`src/rtl/mitll_merger_clk_if.sv`:
```
// Bundle of the merger's pulse-stream signals.
// The master side drives the two toggle-encoded branches. The slave side
// (the merger) returns the merged stream, the coincidence strobe, the sticky
// error flag and the emitted-pulse count.
interface mitll_merger_clk_if #(
    parameter int CNT_W = 8
);
    logic             in1;
    logic             in2;
    logic             out;
    logic             coinc;
    logic             err;
    logic [CNT_W-1:0] pulse_cnt;

    modport master (
        output in1,
        output in2,
        input  out,
        input  coinc,
        input  err,
        input  pulse_cnt
    );

    modport slave (
        input  in1,
        input  in2,
        output out,
        output coinc,
        output err,
        output pulse_cnt
    );
endinterface

```
`src/rtl/mitll_merger_clk.sv`:
```
// Clocked confluence (merger) cell for toggle-encoded SFQ pulse streams.
// A level change on in1 or in2 is one pulse. Accepted pulses are delayed by
// DELAY edges and then re-emitted as a toggle on out. A pulse that arrives
// inside the hold-off window after an accepted pulse is a timing violation.
// A violation latches err, drops everything still in flight, and freezes the
// cell until rst. Pulses arriving during the post-reset settling period are
// ignored.
//
// DELAY must be in 1..16. HOLDOFF = 0 turns off the hold-off check, so
// back-to-back pulses are then legal.
module mitll_merger_clk #(
    parameter int DELAY   = 3,
    parameter int HOLDOFF = 2,
    parameter int WARMUP  = 4,
    parameter int CNT_W   = 8
) (
    input  logic              clk,
    input  logic              rst,
    mitll_merger_clk_if.slave bus
);

    // Counter widths, never narrower than one bit.
    localparam int HW = (HOLDOFF > 1) ? $clog2(HOLDOFF + 1) : 1;
    localparam int WW = (WARMUP > 1) ? $clog2(WARMUP + 1) : 1;

    localparam logic [HW-1:0]    HOLD_LOAD = HW'(HOLDOFF);
    localparam logic [HW-1:0]    HOLD_ONE  = HW'(1);
    localparam logic [WW-1:0]    WARM_LOAD = WW'(WARMUP);
    localparam logic [WW-1:0]    WARM_ONE  = WW'(1);
    localparam logic [CNT_W-1:0] CNT_MAX   = {CNT_W{1'b1}};

    typedef enum logic [1:0] {
        ST_WARMUP = 2'd0,
        ST_IDLE   = 2'd1,
        ST_HOLD   = 2'd2,
        ST_ERR    = 2'd3
    } state_t;

    state_t           state_reg;
    logic [WW-1:0]    warm_cnt_reg;
    logic [HW-1:0]    hold_cnt_reg;
    logic             in1_q_reg;
    logic             in2_q_reg;
    logic             out_reg;
    logic             coinc_reg;
    logic             err_reg;
    logic [CNT_W-1:0] cnt_reg;
    logic [DELAY-1:0] pipe_reg;
    logic [DELAY-1:0] pipe_next;

    logic p1;
    logic p2;
    logic pulse;
    logic push;
    logic violation;
    logic flush;
    logic emit;

    // Edge detection against the level seen at the previous edge.
    assign p1    = bus.in1 ^ in1_q_reg;
    assign p2    = bus.in2 ^ in2_q_reg;
    assign pulse = p1 | p2;

    // Only IDLE accepts pulses. Any pulse inside the hold-off window is a
    // violation.
    assign push      = (state_reg == ST_IDLE) && pulse;
    assign violation = (state_reg == ST_HOLD) && pulse;

    // The violating edge itself already discards in-flight pulses, so nothing
    // accepted before the violation can still reach out.
    assign flush = (state_reg == ST_ERR) || violation;

    // A pulse leaving the end of the delay line toggles out. This is blocked
    // from the violating edge onward, so out holds the level it had when the
    // error occurred.
    assign emit = pipe_reg[DELAY-1] && (state_reg != ST_ERR) && !violation;

    // Delay line next-state. The head takes newly accepted events and every
    // later stage takes the stage before it. A flush zeroes the whole line.
    generate
        genvar gi;
        for (gi = 0; gi < DELAY; gi++) begin : g_pipe
            if (gi == 0) begin : g_head
                assign pipe_next[gi] = push & ~flush;
            end else begin : g_stage
                assign pipe_next[gi] = pipe_reg[gi-1] & ~flush;
            end
        end
    endgenerate

    // Delay line register. Reset discards all pulses that are still pending.
    always_ff @(posedge clk) begin
        if (rst) begin
            pipe_reg <= '0;
        end else begin
            pipe_reg <= pipe_next;
        end
    end

    // Input history register. It tracks the input levels at every edge,
    // including reset, so that a static level held through reset never looks
    // like a pulse.
    always_ff @(posedge clk) begin
        in1_q_reg <= bus.in1;
        in2_q_reg <= bus.in2;
    end

    // Control FSM plus all registered outputs: warmup, accept, hold-off
    // window, error lock, output toggle and saturating pulse count.
    always_ff @(posedge clk) begin
        if (rst) begin
            state_reg    <= ST_WARMUP;
            warm_cnt_reg <= WARM_LOAD;
            hold_cnt_reg <= HOLD_LOAD;
            out_reg      <= 1'b0;
            coinc_reg    <= 1'b0;
            err_reg      <= 1'b0;
            cnt_reg      <= '0;
        end else begin
            coinc_reg <= 1'b0;

            if (emit) begin
                out_reg <= ~out_reg;
                if (cnt_reg != CNT_MAX) begin
                    cnt_reg <= cnt_reg + 1'b1;
                end
            end

            unique case (state_reg)
                ST_WARMUP: begin
                    // A settling length of zero still spends the first edge
                    // here, then moves on.
                    if (warm_cnt_reg <= WARM_ONE) begin
                        state_reg <= ST_IDLE;
                    end else begin
                        warm_cnt_reg <= warm_cnt_reg - WARM_ONE;
                    end
                end

                ST_IDLE: begin
                    if (pulse) begin
                        // Simultaneous pulses merge into one event.
                        coinc_reg <= p1 & p2;
                        if (HOLDOFF > 0) begin
                            state_reg    <= ST_HOLD;
                            hold_cnt_reg <= HOLD_LOAD;
                        end
                    end
                end

                ST_HOLD: begin
                    // The window includes the edge on which the counter
                    // reaches zero, so a pulse on that edge is still an error.
                    if (pulse) begin
                        state_reg <= ST_ERR;
                        err_reg   <= 1'b1;
                    end else begin
                        hold_cnt_reg <= hold_cnt_reg - HOLD_ONE;
                        if (hold_cnt_reg == HOLD_ONE) begin
                            state_reg <= ST_IDLE;
                        end
                    end
                end

                ST_ERR: begin
                    err_reg <= 1'b1;
                end
            endcase
        end
    end

    assign bus.out       = out_reg;
    assign bus.coinc     = coinc_reg;
    assign bus.err       = err_reg;
    assign bus.pulse_cnt = cnt_reg;

endmodule

```
`src/flat_wrapper.sv`:
```
// flat-port wrapper written by rule: the top's interface ports become plain ports
module mitll_merger_clk_flat 
#(
    parameter int DELAY   = 3,
    parameter int HOLDOFF = 2,
    parameter int WARMUP  = 4,
    parameter int CNT_W   = 8
)
  (clk, rst, bus_in1, bus_in2, bus_out, bus_coinc, bus_err, bus_pulse_cnt);
  mitll_merger_clk_if #(.CNT_W(CNT_W)) bus_i ();
  input  logic clk;
  input  logic rst;
  input wire logic [$bits(bus_i.in1)-1:0] bus_in1;
  input wire logic [$bits(bus_i.in2)-1:0] bus_in2;
  output wire logic [$bits(bus_i.out)-1:0] bus_out;
  output wire logic [$bits(bus_i.coinc)-1:0] bus_coinc;
  output wire logic [$bits(bus_i.err)-1:0] bus_err;
  output wire logic [$bits(bus_i.pulse_cnt)-1:0] bus_pulse_cnt;
  assign bus_i.in1 = bus_in1;
  assign bus_i.in2 = bus_in2;
  assign bus_out = bus_i.out;
  assign bus_coinc = bus_i.coinc;
  assign bus_err = bus_i.err;
  assign bus_pulse_cnt = bus_i.pulse_cnt;
  mitll_merger_clk #(.DELAY(DELAY), .HOLDOFF(HOLDOFF), .WARMUP(WARMUP), .CNT_W(CNT_W)) u_core (.clk(clk), .rst(rst), .bus(bus_i));
endmodule
```
`config.mk`:
```
export PLATFORM = sky130hd
export DESIGN_NAME = mitll_merger_clk_flat
export DESIGN_NICKNAME = d
export VERILOG_FILES = /design/src/rtl/mitll_merger_clk_if.sv /design/src/rtl/mitll_merger_clk.sv /design/src/flat_wrapper.sv
export SDC_FILE = /design/constraint.sdc
export NUM_CORES = 1
export LEC_CHECK = 0
export BUFFER_PORTS_ARGS = -buffer_cell sky130_fd_sc_hd__buf_2
export CORE_MARGIN = 10
export CORE_UTILIZATION = 50
export CTS_BUF_LIST = sky130_fd_sc_hd__clkbuf_8 sky130_fd_sc_hd__clkbuf_16
export DETAILED_ROUTE_END_ITERATION = 10
export PLACE_DENSITY_LB_ADDON = 0.12
export SKIP_LAST_GASP = 1
export SYNTH_ARGS = -nofsm -noshare
export SYNTH_HDL_FRONTEND = slang
export SYNTH_SLANG_ARGS = --single-unit
export TNS_END_PERCENT = 20
```
`constraint.sdc`:
```
create_clock -name clk -period 1.65 [get_ports clk]
set_clock_uncertainty 0.15 [all_clocks]
set_input_delay 0.0825 -clock clk [delete_from_list [all_inputs] [get_ports clk]]
set_output_delay 0.0825 -clock clk [all_outputs]
set_load 0.01 [all_outputs]
```
# After elaboration in Yosys (flattened, before gate mapping)
# Cells that the tools add are included.
totals:
  reg_bits: 23
  out_inout_bits: 11
  inputBits: 4
  wordCells: 62
classes:
  n_lt_le_gt_ge: 1
  mux: 9
  bitwise: 12
  add_sub_neg: 3
  n_eq_ne: 11
  n_reduce_logical: 16
op_table:
  columns: ["op", "n"]
  rows:
  - ["2-bit 2-to-1 mux", 5]
  - ["8-bit by 1-bit adder with 8-bit output (second input constant)", 1]
  - ["8-bit inequality test (second input constant)", 1]
  - ["2-bit by 1-bit inequality test with 1-bit output (second input constant)", 3]
  - ["2-bit case mux with 3 select lines", 1]
  - ["2-bit AND reduction", 3]
  - ["1-bit NOT", 5]
  - ["1-bit bitwise AND", 4]
  - ["2-bit by 1-bit equality test with 1-bit output (second input constant)", 2]
  - ["2-bit equality test (second input constant)", 2]
  - ["1-bit logical AND", 4]
  - ["2-bit inequality test (second input constant)", 2]
  - ["2-bit case mux with 2 select lines", 1]
  - ["4-bit AND reduction", 1]
  - ["2-bit nonzero test", 2]
  - ["3-bit by 1-bit <= comparator with 1-bit output (second input constant)", 1]
  - ["3-bit by 2-bit inequality test with 1-bit output (second input constant)", 1]
  - ["3-bit AND reduction", 1]
  - ["3-bit nonzero test", 1]
  - ["3-bit OR reduction", 1]
  - ["3-bit by 1-bit subtractor with 3-bit output (second input constant)", 1]
  - ["2-bit zero test", 1]
  - ["1-bit case mux with 2 select lines", 1]
  - ["2-bit by 1-bit subtractor with 2-bit output (second input constant)", 1]
  - ["5 further kinds", 6]

# Longest topological paths before layout
# Gate-level depths: netlist (run 1).
logic_depth:
  ltp_word: 6
  ltp_mapped: 6

# Worst setup path before layout (run 1)
# OpenSTA, ideal clock, no wires.
synth_timing:
  kind: "register to register"
  startpoint: "register u_core.cnt_reg[0] (netlist: u_core.bus.pulse_cnt[0])"
  endpoint: "register u_core.cnt_reg[7] (netlist: u_core.bus.pulse_cnt[7])"
  path_buffers: 0
  slack_ps: -122
  required_ps: 1379
  stages_incl_launch_ff: 6
  arrival_time_ps: 1502
  path_cell_list: "dfxtp_1 ha_1 nand3_1 o2111ai_1 nor4b_1 mux2_2"
synth_between:
  elab_chain_cells: 2
  word_cells_on_any_way: 3
  classes_between: "add/sub (1); eq/ne (1); reduce/logical (1)"
synth_rtl:
  columns: ["item", "line", "rtl"]
  rows:
  - ["start: declaration", "mitll_merger_clk.sv:47", "logic [CNT_W-1:0] cnt_reg;"]
  - ["start signal: assignment", "mitll_merger_clk.sv:125", "cnt_reg <= cnt_reg + 1'b1;"]
  - ["branches (longest 2 deep; another with 8-bit by 1-bit adder with 8-bit output)", null, null]
# Parallel ways; which one is timed is not known.
# A chain may end at the register's enable or synchronous reset.

# Worst setup path in the final report (run 1)
layout_timing:
  startpoint: "register u_core.in1_q_reg"
  endpoint: "register u_core.cnt_reg[3] (netlist: u_core.bus.pulse_cnt[3])"
layout_between:
  elab_chain_cells: 6
layout_rtl:
  columns: ["item", "line", "rtl"]
  rows:
  - ["start: declaration", "mitll_merger_clk.sv:42", "logic in1_q_reg;"]
  - ["start signal: assignment", "mitll_merger_clk.sv:104", "in1_q_reg <= bus.in1;"]
  - ["1-bit bitwise XOR", "mitll_merger_clk.sv:60", "assign p1 = bus.in1 ^ in1_q_reg;"]
  - ["1-bit OR", "mitll_merger_clk.sv:62", "assign pulse = p1 | p2;"]
  - ["1-bit logical AND", "mitll_merger_clk.sv:67", "assign violation = (state_reg == ST_HOLD) && pulse;"]
  - ["1-bit zero test", "mitll_merger_clk.sv:76", "assign emit = pipe_reg[DELAY-1] && (state_reg != ST_ERR) && !violation;"]
  - ["1-bit logical AND", "mitll_merger_clk.sv:76", null]
  - ["2-bit AND reduction (no source line)", null, null]
# Every way passes these cells.

==> results of run 1 <==
-- routing by layer --
| layer | up-vias | global-route usage, % | routed length (um) | share of wire, % |
|---|---|---|---|---|
| li1 | 525 | - | - | - |
| met1 | 526 | 16.00 | 1314 | 42 |
| met2 | 13 | 24.41 | 1667 | 54 |
| met3 | 4 | 2.975 | 98 | 3.2 |
| met4 | 0 | 5.385 | 31 | 1.0 |
| met5 | - | 0 | 0 | 0 |
-- path summary, 6_finish.rpt --
path / to / cells past startpoint / from
worst max-delay path: u_core.bus.pulse_cnt[3] / 4 / u_core.in1_q_reg
worst min-delay path: u_core.warm_cnt_reg[0] / 2 / rst
worst max register to register: u_core.bus.pulse_cnt[3] / 4 / u_core.in1_q_reg
worst min register to register: u_core.pipe_reg[1] / 1 / u_core.pipe_reg[0]
-- cells in the mapped netlist --
cell       instances  share of area (%)
o21ai_0            7                3.1
a31oi_1            2                1.1
nand4_1            1               0.56
nor4b_1            1               0.79
xnor2_1            1               0.79
ha_1               8                9.0
nor4_1             2                1.1
o21a_4             1                1.3
nand2b_1           3                1.7
mux2i_1            2                1.8
inv_1              8                2.7
or3_1              3                1.7
a21oi_1           10                4.5
xor2_1             2                1.6
o21bai_1           1               0.67
o21a_1             1               0.67
or2_2              1               0.56
or4b_1             1               0.90
nor3_1             7                3.1
nor2_1             7                2.4
nand2_1            3                1.0
buf_2              1               0.45
nor2b_1            4                2.2
mux2_2             2                2.0
o2111ai_1          1               0.79
and3_1             2                1.1
a211oi_1           2                1.3
and2_1             2                1.1
or4_1              3                2.0
and4b_1            1               0.90
o31ai_1            4                2.7
or3b_2             1               0.79
dfxtp_1           23                 41
o21ba_2            1               0.90
clkbuf_1           2               0.67
nand3_1            1               0.45
-- cell type report --
cell class / instances / area [um2] / area share (%)
well taps: 28 / 35.03 / 2.167
multi-input cells: 89 / 767.0 / 47.45
clock buffers: 3 / 41.29 / 2.554
clock inverters: 1 / 3.754 / 0.2322
repair buffers: 39 / 262.8 / 16.25
inverters: 8 / 30.03 / 1.858
flip-flops and latches: 23 / 476.7 / 29.49
-- through the flow --
step	total power, W	area (um2)	worst slack [ns]	hold WS (ns)
2_1_floorplan	0.001002	1191	-0.03298	-0.03978
3_3_place_gp	0.001154	1426	-0.05610	0.05977
3_5_place_dp	0.001177	1426	-0.09070	0.06516
4_1_cts	0.001535	1556	-0.04946	0.05917
5_1_grt	0.001686	1617	-0.1724	0.09223
6_report	0.001591	1617	-0.1199	0.06901
-- cell families (layout without fill, tap and decap cells) --
family / after synthesis / after routing / share of synthesized area (%)
AOI/OAI and AO/OA: 30 / 31 / 17.19
xor gates and xnor gates: 3 / 3 / 2.360
adders and majority gates: 8 / 8 / 8.989
buffers and inverters: 11 / 51 / 3.820
DFF: 23 / 23 / 41.35
muxes: 4 / 4 / 3.820
and+or+nand+nor: 43 / 43 / 22.47
-- where the power goes --
group	switching, W	total [W]	internal (W)
clock network	0.000179	0.000345	0.000166
logic	0.000244	0.000560	0.000316
registers	0.0000593	0.000686	0.000626
-- worst max-delay path, cell delays in order, from the launching register on --
cell     delay [ns]
dfxtp_1        0.33
xor2_2         0.24
o21a_4         0.28
or4_1          0.52
a21oi_1        0.18
-- repair_timing --
| action | CTS | global route |
|---|---|---|
| gates resized for setup | 8 | 11 |
| endpoints found under the setup margin | 12 | 15 |
| setup buffers | 2 | 2 |
| pin swaps | 3 | 3 |
| endpoints found under the hold margin | 2 | 0 |
| hold buffers | 2 | 0 |
| cloned | 1 | 0 |
==> load_flow_metrics.sql, run 1 <==
INSERT INTO impl_metrics (metric_group, metric, value, unit) VALUES
('outcome', 'outcome', 'finished, violations left', ''),
('outcome', 'violations_in_the_final_reports', 'negative setup slack', ''),
('die', 'floorplan.io_pins', '15', ''),
('synthesis', 'synth_sequential_area_ratio', '41.35', '%'),
('route', 'routed_via_density', '5.592', ''),
('synthesis', 'synthesis.area', '0.001114', 'mm2'),
('cts', 'clock-sinks', '23', ''),
('sta', 'finalWorstPathRequiredPeriod', '1.770', 'ns'),
('setup_path', 'critPathCaptureType', 'flop', ''),
('synthesis', 'synth_warnings', '0', ''),
('power', 'power.density_cell_area', '984.0', 'mW/mm2'),
('setup_path', 'critical_path.startpoint_type', 'flop', ''),
('cts', 'clk_root_buffer_cell', 'clkbuf_8', ''),
('sta', 'timing.final.max_slew_violations', '0', ''),
('job', 'cap_viol_max_count', '0', ''),
('global_route', 'antenna_violations_before_repair', '0', ''),
('sta', 'worst_slew_margin_rel', '68.68', '%'),
('route', 'final_antenna_net_count', '0', ''),
('route', 'drc', '0', ''),
('placement', 'placed_wire_length_estimate', '1.890', 'mm'),
('route', 'post_drt_wl_per_cell', '16.29', 'um'),
('placement', 'placement.io_buffers', '14', ''),
('route', 'route.final.wire_length', '3.111', 'mm'),
('cts', 'tritoncts', 'yes', ''),
('final_layout', 'fillers', '177', ''),
('min_path', 'holdCritPathClass', 'primary input to flop', ''),
('cts', 'htree_num_levels', '1', ''),
('cts', 'clk_transition_reported_paths', '0.08', 'ns'),
('setup_path', 'critical_path_class', 'flop to flop', ''),
('die', 'die_w', '67.19', 'um'),
('final_layout', 'most_common_cell_after_layout_fill_and_taps_aside', 'buf_4', ''),
('sta', 'tightestPinTransition', '0.4695', 'ns'),
('cts', 'clockBufferDepth', '2', ''),
('cts', 'clk-insertion-delay-late', '0.26', 'ns'),
('final_layout', 'area_delta_synth_final', '45.17', '%'),
('synthesis', 'synth_net_count', '134', ''),
('die', 'row_count', '17', ''),
('final_layout', 'largest_register_ff_count', '8', ''),
('synthesis', 'yosysUniqueCellTypes', '36', ''),
('final_layout', 'n_antenna_cell', '0', ''),
('power', 'power.leakage', '0.6461', 'nW'),
('synthesis', 'synth-seq-cells', '23', ''),
('setup_path', 'setup.reg_to_reg.worst_slack', '-0.12', 'ns'),
('route', 'detailed_route_via_count', '1068', ''),
('global_route', 'groute.usage.overall', '13.87', '%'),
('die', 'floorplan.initialDensity', '51.33', '%'),
('global_route', 'grt-ovfl-total', '0', ''),
('sta', 'fin_crit_share', '107.3', '%'),
('synthesis', 'synthCells', '122', ''),
('route', 'dr.pass1.iters', '4', ''),
('final_layout', 'num-nets-final', '176', ''),
('sta', 'totalNegativeSetupSlack', '-0.8857', 'ns'),
('setup_path', 'critPathRequiredTime', '1.69', 'ns'),
('die', 'core-area', '0.002170', 'mm2'),
('sta', 'grt_setup_unrepaired', 'true', ''),
('die', 'design.die.area', '0.004515', 'mm2'),
('sta', 'postLayoutSetupSlackWorst', '-0.1199', 'ns'),
('cts', 'cts_inserted_buffers', '3', ''),
('placement', 'gpl.final_weighted_congestion', '0.7712', ''),
('synthesis', 'synth_area_per_cell', '9.128', 'um2'),
('global_route', 'grt_first_pass_wirelength', '4.892', 'mm'),
('final_layout', 'finish.utilization', '74.51', '%'),
('setup_path', 'critical_path_peak_fanout', '6', ''),
('final_layout', 'instances_no_fill', '191', ''),
('route', 'drt_first_iter_violations', '75', ''),
('sta', 'finalSetupViolCount', '13', ''),
('sta', 'maxClockFrequency', '565.0', 'MHz'),
('setup_path', 'critPathArrivalTime', '1.81', 'ns'),
('global_route', 'first_global_vias', '1017', ''),
('sta', 'hold_viol_final', '0', ''),
('final_layout', 'most-common-layout-cells', 'buf_4 (23), dfxtp_1 (16), buf_2 (14), a21oi_1 (10), inv_1 (8)', ''),
('placement', 'placed_insts', '180', ''),
('global_route', 'grt_max_degree', '24', ''),
('final_layout', 'final_layout_size_suffix_gt1_share', '44.17', '%'),
('die', 'die-height', '67.19', 'um'),
('power', 'max-vdd-ir-drop', '0.8519', 'mV');
(Power assumes the default switching activity.)
==> inputs of run 2 (changes only) <==
PLACE_DENSITY = 0.74   (was not set)
PLACE_DENSITY_LB_ADDON = not set   (was 0.12)
==> run 2 against run 1 <==
Compared with the run above:
- the run still ends with negative setup slack left
- clock power is 5% higher
- final cell count unchanged
- global-route usage decreased by 0.54 points
- die area unchanged
- maximum frequency rose by 0.31%
- setup slack improved by 0.0054 ns
- non-clock buffer count did not move
- sequential share of layout area shrank 0.60 points
- flip-flop and latch count stayed put
- sequential power rose by 1%
- via count shrank 0.75%
- combinational power is 6.4% higher
- critical path type unchanged
- critical endpoint is now u_core.bus.pulse_cnt[1]
- largest cell class unchanged
==> load_flow_metrics.sql, run 2 (same netlist as run 1, synthesis figures left out) <==
INSERT INTO impl_metrics (metric_group, metric, value, unit) VALUES
('placement', 'placement.io_buffers', '14', ''),
('sta', 'grt_setup_unrepaired', 'true', ''),
('min_path', 'hold_depth', '2', ''),
('sta', 'fin_crit_share', '106.9', '%'),
('final_layout', 'fillers', '161', ''),
('cts', 'tritoncts', 'yes', ''),
('setup_path', 'critPathArrivalTime', '1.81', 'ns'),
('sta', 'totalNegativeSetupSlack', '-0.2477', 'ns'),
('placement', 'place_ws', '-0.08821', 'ns'),
('power', 'power.density_cell_area', '1005', 'mW/mm2'),
('setup_path', 'critical_path_class', 'flop to flop', ''),
('outcome', 'violations_in_the_final_reports', 'negative setup slack', ''),
('setup_path', 'worst-path-stages', '5', ''),
('route', 'final_antenna_net_count', '0', ''),
('final_layout', 'most-common-layout-cells', 'buf_4 (23), dfxtp_1 (18), buf_2 (14), a21oi_1 (10)', ''),
('final_layout', 'instances_no_fill', '191', ''),
('route', 'drt_first_iter_violations', '47', ''),
('global_route', 'first_global_vias', '1035', ''),
('setup_path', 'critical-path-slowest-cell', 'or3b_2', ''),
('sta', 'maxClockFrequency', '566.7', 'MHz'),
('final_layout', 'area_delta_synth_final', '47.42', '%'),
('cts', 'cts_inserted_buffers', '3', ''),
('die', 'die_w', '67.19', 'um'),
('setup_path', 'critical_path.startpoint_type', 'flop', ''),
('final_layout', 'seq_cell_area', '474.2', 'um2'),
('outcome', 'outcome', 'finished, violations left', ''),
('route', 'routed_via_density', '5.550', ''),
('final_layout', 'multiInputGateArea', '793.3', 'um2'),
('setup_path', 'ff2ff_path_depth', '5', ''),
('min_path', 'holdCritPathClass', 'primary input to flop', ''),
('die', 'floorplan.initialDensity', '51.33', '%'),
('global_route', 'grt_first_pass_wirelength', '4.774', 'mm'),
('global_route', 'grt-ovfl-total', '0', ''),
('die', 'row_count', '17', ''),
('route', 'detailed_route_via_count', '1060', ''),
('cts', 'clk-insertion-delay-late', '0.27', 'ns'),
('sta', 'finalWorstPathRequiredPeriod', '1.765', 'ns'),
('final_layout', 'most_common_cell_after_layout_fill_and_taps_aside', 'buf_4', ''),
('setup_path', 'critical_path.cell_chain', 'ha_4 -> nand2b_4 -> o21bai_4 -> or3b_2 -> a21oi_1', ''),
('setup_path', 'timing.critical_path.max_delay_family', 'simple AND/OR/NAND/NOR gates', ''),
('setup_path', 'max_stage_delay', '0.47', 'ns'),
('die', 'design.die.area', '0.004515', 'mm2'),
('sta', 'tightestPinTransition', '0.4289', 'ns'),
('cts', 'htree_num_levels', '1', ''),
('route', 'route.final.wire_length', '2.894', 'mm'),
('setup_path', 'critPathRequiredTime', '1.69', 'ns'),
('sta', 'postLayoutSetupSlackWorst', '-0.1145', 'ns'),
('die', 'die-height', '67.19', 'um'),
('power', 'max-vdd-ir-drop', '0.8353', 'mV'),
('global_route', 'grt_max_degree', '24', ''),
('final_layout', 'n_antenna_cell', '0', ''),
('sta', 'hold_viol_final', '0', ''),
('setup_path', 'timing.critical_path.buf_inv', '0', ''),
('final_layout', 'final_layout_size_suffix_gt1_share', '44.79', '%'),
('cts', 'clockBufferDepth', '2', ''),
('die', 'core-area', '0.002170', 'mm2'),
('placement', 'placed_wire_length_estimate', '1.836', 'mm'),
('sta', 'finalSetupViolCount', '5', ''),
('sta', 'timing.final.max_slew_violations', '0', ''),
('sta', 'worst_slew_margin_rel', '71.41', '%'),
('power', 'power.leakage', '0.6453', 'nW'),
('route', 'post_drt_wl_per_cell', '15.15', 'um'),
('die', 'floorplan.io_pins', '15', ''),
('cts', 'clk_transition_reported_paths', '0.09', 'ns'),
('placement', 'placed_insts', '181', ''),
('cts', 'clk_root_buffer_cell', 'clkbuf_8', ''),
('route', 'drc', '0', ''),
('setup_path', 'critical_path_peak_fanout', '8', ''),
('route', 'dr.pass1.iters', '4', ''),
('final_layout', 'largest_register_ff_count', '8', ''),
('global_route', 'antenna_violations_before_repair', '0', ''),
('final_layout', 'num-nets-final', '176', ''),
('cts', 'clock-sinks', '23', ''),
('job', 'cap_viol_max_count', '0', ''),
('global_route', 'groute.usage.overall', '13.33', '%'),
('placement', 'gpl.final_weighted_congestion', '0.7757', ''),
('setup_path', 'critPathCaptureType', 'flop', '');
==> run 2: cell types whose count changed in the layout (fill, tap and decap cells not counted), sizes merged <==
cell,delta
clkinv,+1
inv,-1
==> run 2: final timing paths <==
kind                                     startpoint                      end  slack, ns
worst max-delay path            u_core.state_reg[1]  u_core.bus.pulse_cnt[1]      -0.11
worst min-delay path                            rst           u_core.bus.err       0.07
worst min register to register   u_core.pipe_reg[0]       u_core.pipe_reg[1]       0.29
worst max register to register  u_core.state_reg[1]  u_core.bus.pulse_cnt[1]      -0.11
==> run 2: power breakdown <==
group          internal [W]  switching [W]  total [W]
Combinational      0.000331       0.000265   0.000596
Sequential         0.000626      0.0000669   0.000693
Clock              0.000169       0.000193   0.000362
Total               0.00113       0.000524    0.00165
==> run 2: per-stage QoR <==
| step | hold slack, ns | cell area (um2) | utilization (%) | power, W |
|---|---|---|---|---|
| floorplan | -0.03978 | 1191 | - | 0.001002 |
| global placement | 0.06009 | 1434 | 66.09 | 0.001158 |
| detailed placement | 0.06202 | 1434 | 66.09 | 0.001182 |
| CTS | 0.06765 | 1572 | 72.43 | 0.001569 |
| global route | 0.09802 | 1642 | 75.66 | 0.001740 |
| finish | 0.07278 | 1642 | 75.66 | 0.001651 |
==> run 2: layout make-up <==
type                       count  area share, %
sequential                    23          28.89
clock inverter                 1         0.3049
timing repair buffer          39          16.01
tap                           28          2.134
clock buffer                   3          2.515
inverter                       8          1.829
multi-input combinational     89          48.32
==> run 2: metal layers <==
metal,GRT usage (%),routed length (um),part of all wire [%]
met1,16.67,1345,46
met2,20.26,1385,48
met3,3.967,109,3.8
met4,6.923,54,1.9
met5,0,0,0
==> run 2: timing repair <==
item / 4_1_cts / 5_1_grt
endpoints found under the hold margin: 2 / 0
cloned: 1 / 0
buffers inserted: 1 / 2
pin swaps: 5 / 6
resized for setup: 11 / 9
hold buffers: 2 / 0
setup endpoints to repair: 11 / 13
==> inputs of run 3 (changes only) <==
ABC_AREA = 1   (was not set)
CORE_ASPECT_RATIO = 0.9   (was not set)
CORE_UTILIZATION = 51   (was 50)
==> run 3 against run 2 <==
Compared with the run above:
- the flow now finishes without violations
- utilization decreased by 16 points
- maximum frequency is 16% higher
- global-route usage is 2.8 points lower
- non-clock buffer count fell by 23
- first-iteration DRC count rose by 43%
- count of clock-buffer cells in the layout is the same
- synthesized area rose by 15%
- setup slack improved by 0.25 ns
==> load_flow_metrics.sql, run 3 <==
INSERT INTO impl_metrics (metric_group, metric, value, unit) VALUES
('route', 'final_antenna_net_count', '0', ''),
('route', 'detailed_route_via_count', '1063', ''),
('synthesis', 'synth_top_cells_by_count', 'nand2_1 (39), dfxtp_1 (23), inv_1 (23)', ''),
('power', 'intPower', '0.001050', 'W'),
('synthesis', 'synthesis.area', '0.001280', 'mm2'),
('final_layout', 'largest_register_ff_count', '8', ''),
('die', 'design.die.area', '0.004916', 'mm2'),
('die', 'core-area', '0.002425', 'mm2'),
('power', 'net_switching_fraction_of_the_power', '37.07', '%'),
('synthesis', 'synth_net_count', '182', ''),
('cts', 'cts.repair_timing.setup_buffer_count', '0', ''),
('setup_path', 'critPathArrivalTime', '1.53', 'ns'),
('die', 'floorplan.io_pins', '15', ''),
('route', 'post_drt_wl_per_cell', '11.55', 'um'),
('sta', 'worst_slew_margin_rel', '81.48', '%'),
('setup_path', 'critical_path_class', 'primary input to flop', ''),
('setup_path', 'worstReg2RegStart', 'u_core.bus.pulse_cnt[0]', ''),
('synthesis', 'synth_warnings', '0', ''),
('sta', 'maxClockFrequency', '658.3', 'MHz'),
('synthesis', 'synthCells', '170', ''),
('cts', 'clk_transition_reported_paths', '0.08', 'ns'),
('cts', 'clk-insertion-delay-late', '0.27', 'ns'),
('synthesis', 'yosys.area.top_type', 'dfxtp_1', ''),
('final_layout', 'final_layout_size_suffix_gt1_share', '20.74', '%'),
('global_route', 'grt_max_degree', '16', ''),
('route', 'dr.pass1.iters', '4', ''),
('final_layout', 'multiInputGateArea', '704.4', 'um2'),
('global_route', 'antenna_violations_before_repair', '0', ''),
('die', 'die-height', '67.53', 'um'),
('final_layout', 'n_antenna_cell', '0', ''),
('final_layout', 'num-nets-final', '201', ''),
('cts', 'htree_num_levels', '1', ''),
('setup_path', 'timing.critical_path.mode_cell', 'nand2_4', ''),
('synthesis', 'synth_edf_count', '0', ''),
('power', 'power.density_cell_area', '1161', 'mW/mm2'),
('die', 'floorplan.initialDensity', '52.79', '%'),
('setup_path', 'max_stage_delay', '0.55', 'ns'),
('route', 'route.final.wire_length', '2.495', 'mm'),
('global_route', 'groute.usage.overall', '10.48', '%'),
('placement', 'placed_insts', '210', ''),
('synthesis', 'yosysUniqueCellTypes', '26', ''),
('outcome', 'outcome', 'finished, final reports clean', ''),
('placement', 'placed_cell_area', '0.001366', 'mm2'),
('cts', 'clockBufferDepth', '2', ''),
('job', 'cap_viol_max_count', '0', ''),
('final_layout', 'fillers', '233', ''),
('synthesis', 'synth_area_per_cell', '7.529', 'um2'),
('min_path', 'holdCritPathClass', 'primary input to flop', ''),
('cts', 'clk_root_buffer_cell', 'clkbuf_8', ''),
('min_path', 'hold_crit_start', 'rst', ''),
('synthesis', 'synthFlopType', 'dfxtp_1', ''),
('global_route', 'grt_first_pass_wirelength', '4.271', 'mm'),
('setup_path', 'critical_path_peak_fanout', '15', ''),
('cts', 'tritoncts', 'yes', ''),
('final_layout', 'area_delta_synth_final', '12.32', '%'),
('sta', 'finalSetupViolCount', '0', ''),
('setup_path', 'critical_path.startpoint_type', 'primary input', ''),
('power', 'max-vdd-ir-drop', '1.063', 'mV'),
('route', 'drt_first_iter_violations', '67', ''),
('power', 'comb_power_share', '36.3', '%'),
('synthesis', 'async_reset_ff_share', '0', '%'),
('sta', 'timing.final.max_slew_violations', '0', ''),
('setup_path', 'critPathCaptureType', 'flop', ''),
('setup_path', 'crit_path_start', 'bus_in2', ''),
('power', 'power.leakage', '0.7065', 'nW'),
('synthesis', 'synth.area.top_cells', 'dfxtp_1 (36%), nand2_1 (11%), ha_1 (7.8%), inv_1 (6.7%), nor2_1 (5.9%)', ''),
('cts', 'cts_inserted_buffers', '3', ''),
('final_layout', 'instances_no_fill', '216', ''),
('synthesis', 'synth-seq-cells', '23', ''),
('die', 'die_w', '72.81', 'um'),
('setup_path', 'critical-path-slowest-cell', 'dlygate4sd3_1', ''),
('sta', 'tightestPinTransition', '0.2779', 'ns'),
('final_layout', 'most_common_cell_after_layout_fill_and_taps_aside', 'nand2_1', ''),
('cts', 'clock-sinks', '23', ''),
('power', 'pwr-share-seq', '42.6', '%'),
('placement', 'placement.io_buffers', '14', ''),
('die', 'row_count', '17', ''),
('global_route', 'first_global_vias', '982', ''),
('synthesis', 'synthDominantCellAreaShare', '35.97', '%'),
('route', 'routed_via_density', '4.921', ''),
('final_layout', 'finish.utilization', '59.29', '%'),
('final_layout', 'seq_cell_area', '461.7', 'um2'),
('synthesis', 'most_instantiated_library_cell_after_synthesis', 'nand2_1', ''),
('setup_path', 'critical_path.cell_chain', 'dlygate4sd3_1 -> buf_2 -> inv_1 -> nand2_2 -> nand2_4 -> nand2_4 -> nand2_4 -> nand3_1 -> a21oi_1 -> nand2_1', ''),
('final_layout', 'most-common-layout-cells', 'nand2_1 (39), inv_1 (24), dfxtp_1 (22), nor2_1 (20), buf_2 (14)', ''),
('placement', 'gpl.final_weighted_congestion', '0.7978', ''),
('route', 'drc', '0', ''),
('power', 'p_switching', '0.0006187', 'W'),
('power', 'pwr-share-clk', '21.1', '%'),
('setup_path', 'critPathRequiredTime', '1.66', 'ns'),
('final_layout', 'final_cell_area', '0.001438', 'mm2'),
('sta', 'fin_crit_share', '92.07', '%'),
('sta', 'hold_viol_final', '0', ''),
('synthesis', 'synth_sequential_area_ratio', '35.97', '%'),
('global_route', 'grt-ovfl-total', '0', ''),
('sta', 'finalWorstPathRequiredPeriod', '1.519', 'ns'),
('placement', 'placed_wire_length_estimate', '1.846', 'mm');
## run 3: changes by cell type in the layout (fill, tap and decap cells not counted), sizes merged, moves of 5 or more
| cell | delta |
|---|---|
| buf | -23 |
| nand3 | +8 |
| nand4 | +8 |
| nor2 | +19 |
| inv | +19 |
| o21ai | -5 |
| nor3 | -7 |
| nand2 | +44 |
## run 3: worst paths after layout
check	to	slack (ns)	cells past startpoint
setup / recovery	u_core.hold_cnt_reg[1]	0.13	10
hold / removal	u_core.pipe_reg[2]	0.007	2
setup reg to reg	u_core.bus.pulse_cnt[4]	0.15	7
hold reg to reg	u_core.pipe_reg[2]	0.27	2
## run 3: cell type report
cell class,instances,area share (%)
multi-input combinational,118,49.00
timing repair buffer,16,6.266
clock buffer,3,2.872
tap,28,2.437
inverter,27,7.050
clock inverter,1,0.2611
sequential,23,32.11
## run 3: through the flow
stage	worst slack, ns	setup TNS, ns	hold WS [ns]	total power, W
2_1_floorplan	0.2204	0	-0.03978	0.001201
3_3_place_gp	0.1609	0	0.05945	0.001277
3_5_place_dp	0.1069	0	0.06748	0.001311
4_1_cts	0.09827	0	0.009679	0.001658
5_1_grt	-0.003412	-0.003412	0.02580	0.001806
6_report	0.1308	0	0.006786	0.001669
## run 3: worst max-delay path: cells and delay by family
| family | cells | cell delay (ns) |
|---|---|---|
| AO/OA/AOI/OAI | 1 | 0.15 |
| buffers and inverters | 3 | 0.75 |
| AND/OR/NAND/NOR | 6 | 0.56 |
## run 3: cells by family (layout without fill, tap and decap cells)
family          count (synthesis)  count (layout)  synth area share [%]
compound gates                 15              15                 6.648
simple gates                   92              92                 38.12
flops                          23              23                 35.97
fa+ha+maj                       8               8                 7.820
xor+xnor                        3               3                 2.053
buf+inv                        29              47                 9.383
## run 3: metal layers
layer	global-route usage (%)	wire length [um]	up-vias
met5	0	0	-
met4	3.555	27	0
met3	3.075	103	4
met2	17.64	1242	13
met1	12.51	1121	471
li1	-	-	575
## run 3: what timing repair did
item                                    in CTS  in global routing
endpoints found under the hold margin        2                  0
endpoints found under the setup margin       0                  2
resized for setup                            0                  2
hold buffers                                 2                  0
## run 3: power by group through the flow
stage                     registers, W  logic (W)  clock network [W]
after floorplan               0.000718   0.000484                  0
after global placement        0.000714   0.000563                  0
after detailed placement      0.000720   0.000591                  0
after CTS                     0.000707   0.000597           0.000354
after global routing          0.000720   0.000710           0.000376
final                         0.000711   0.000606           0.000353
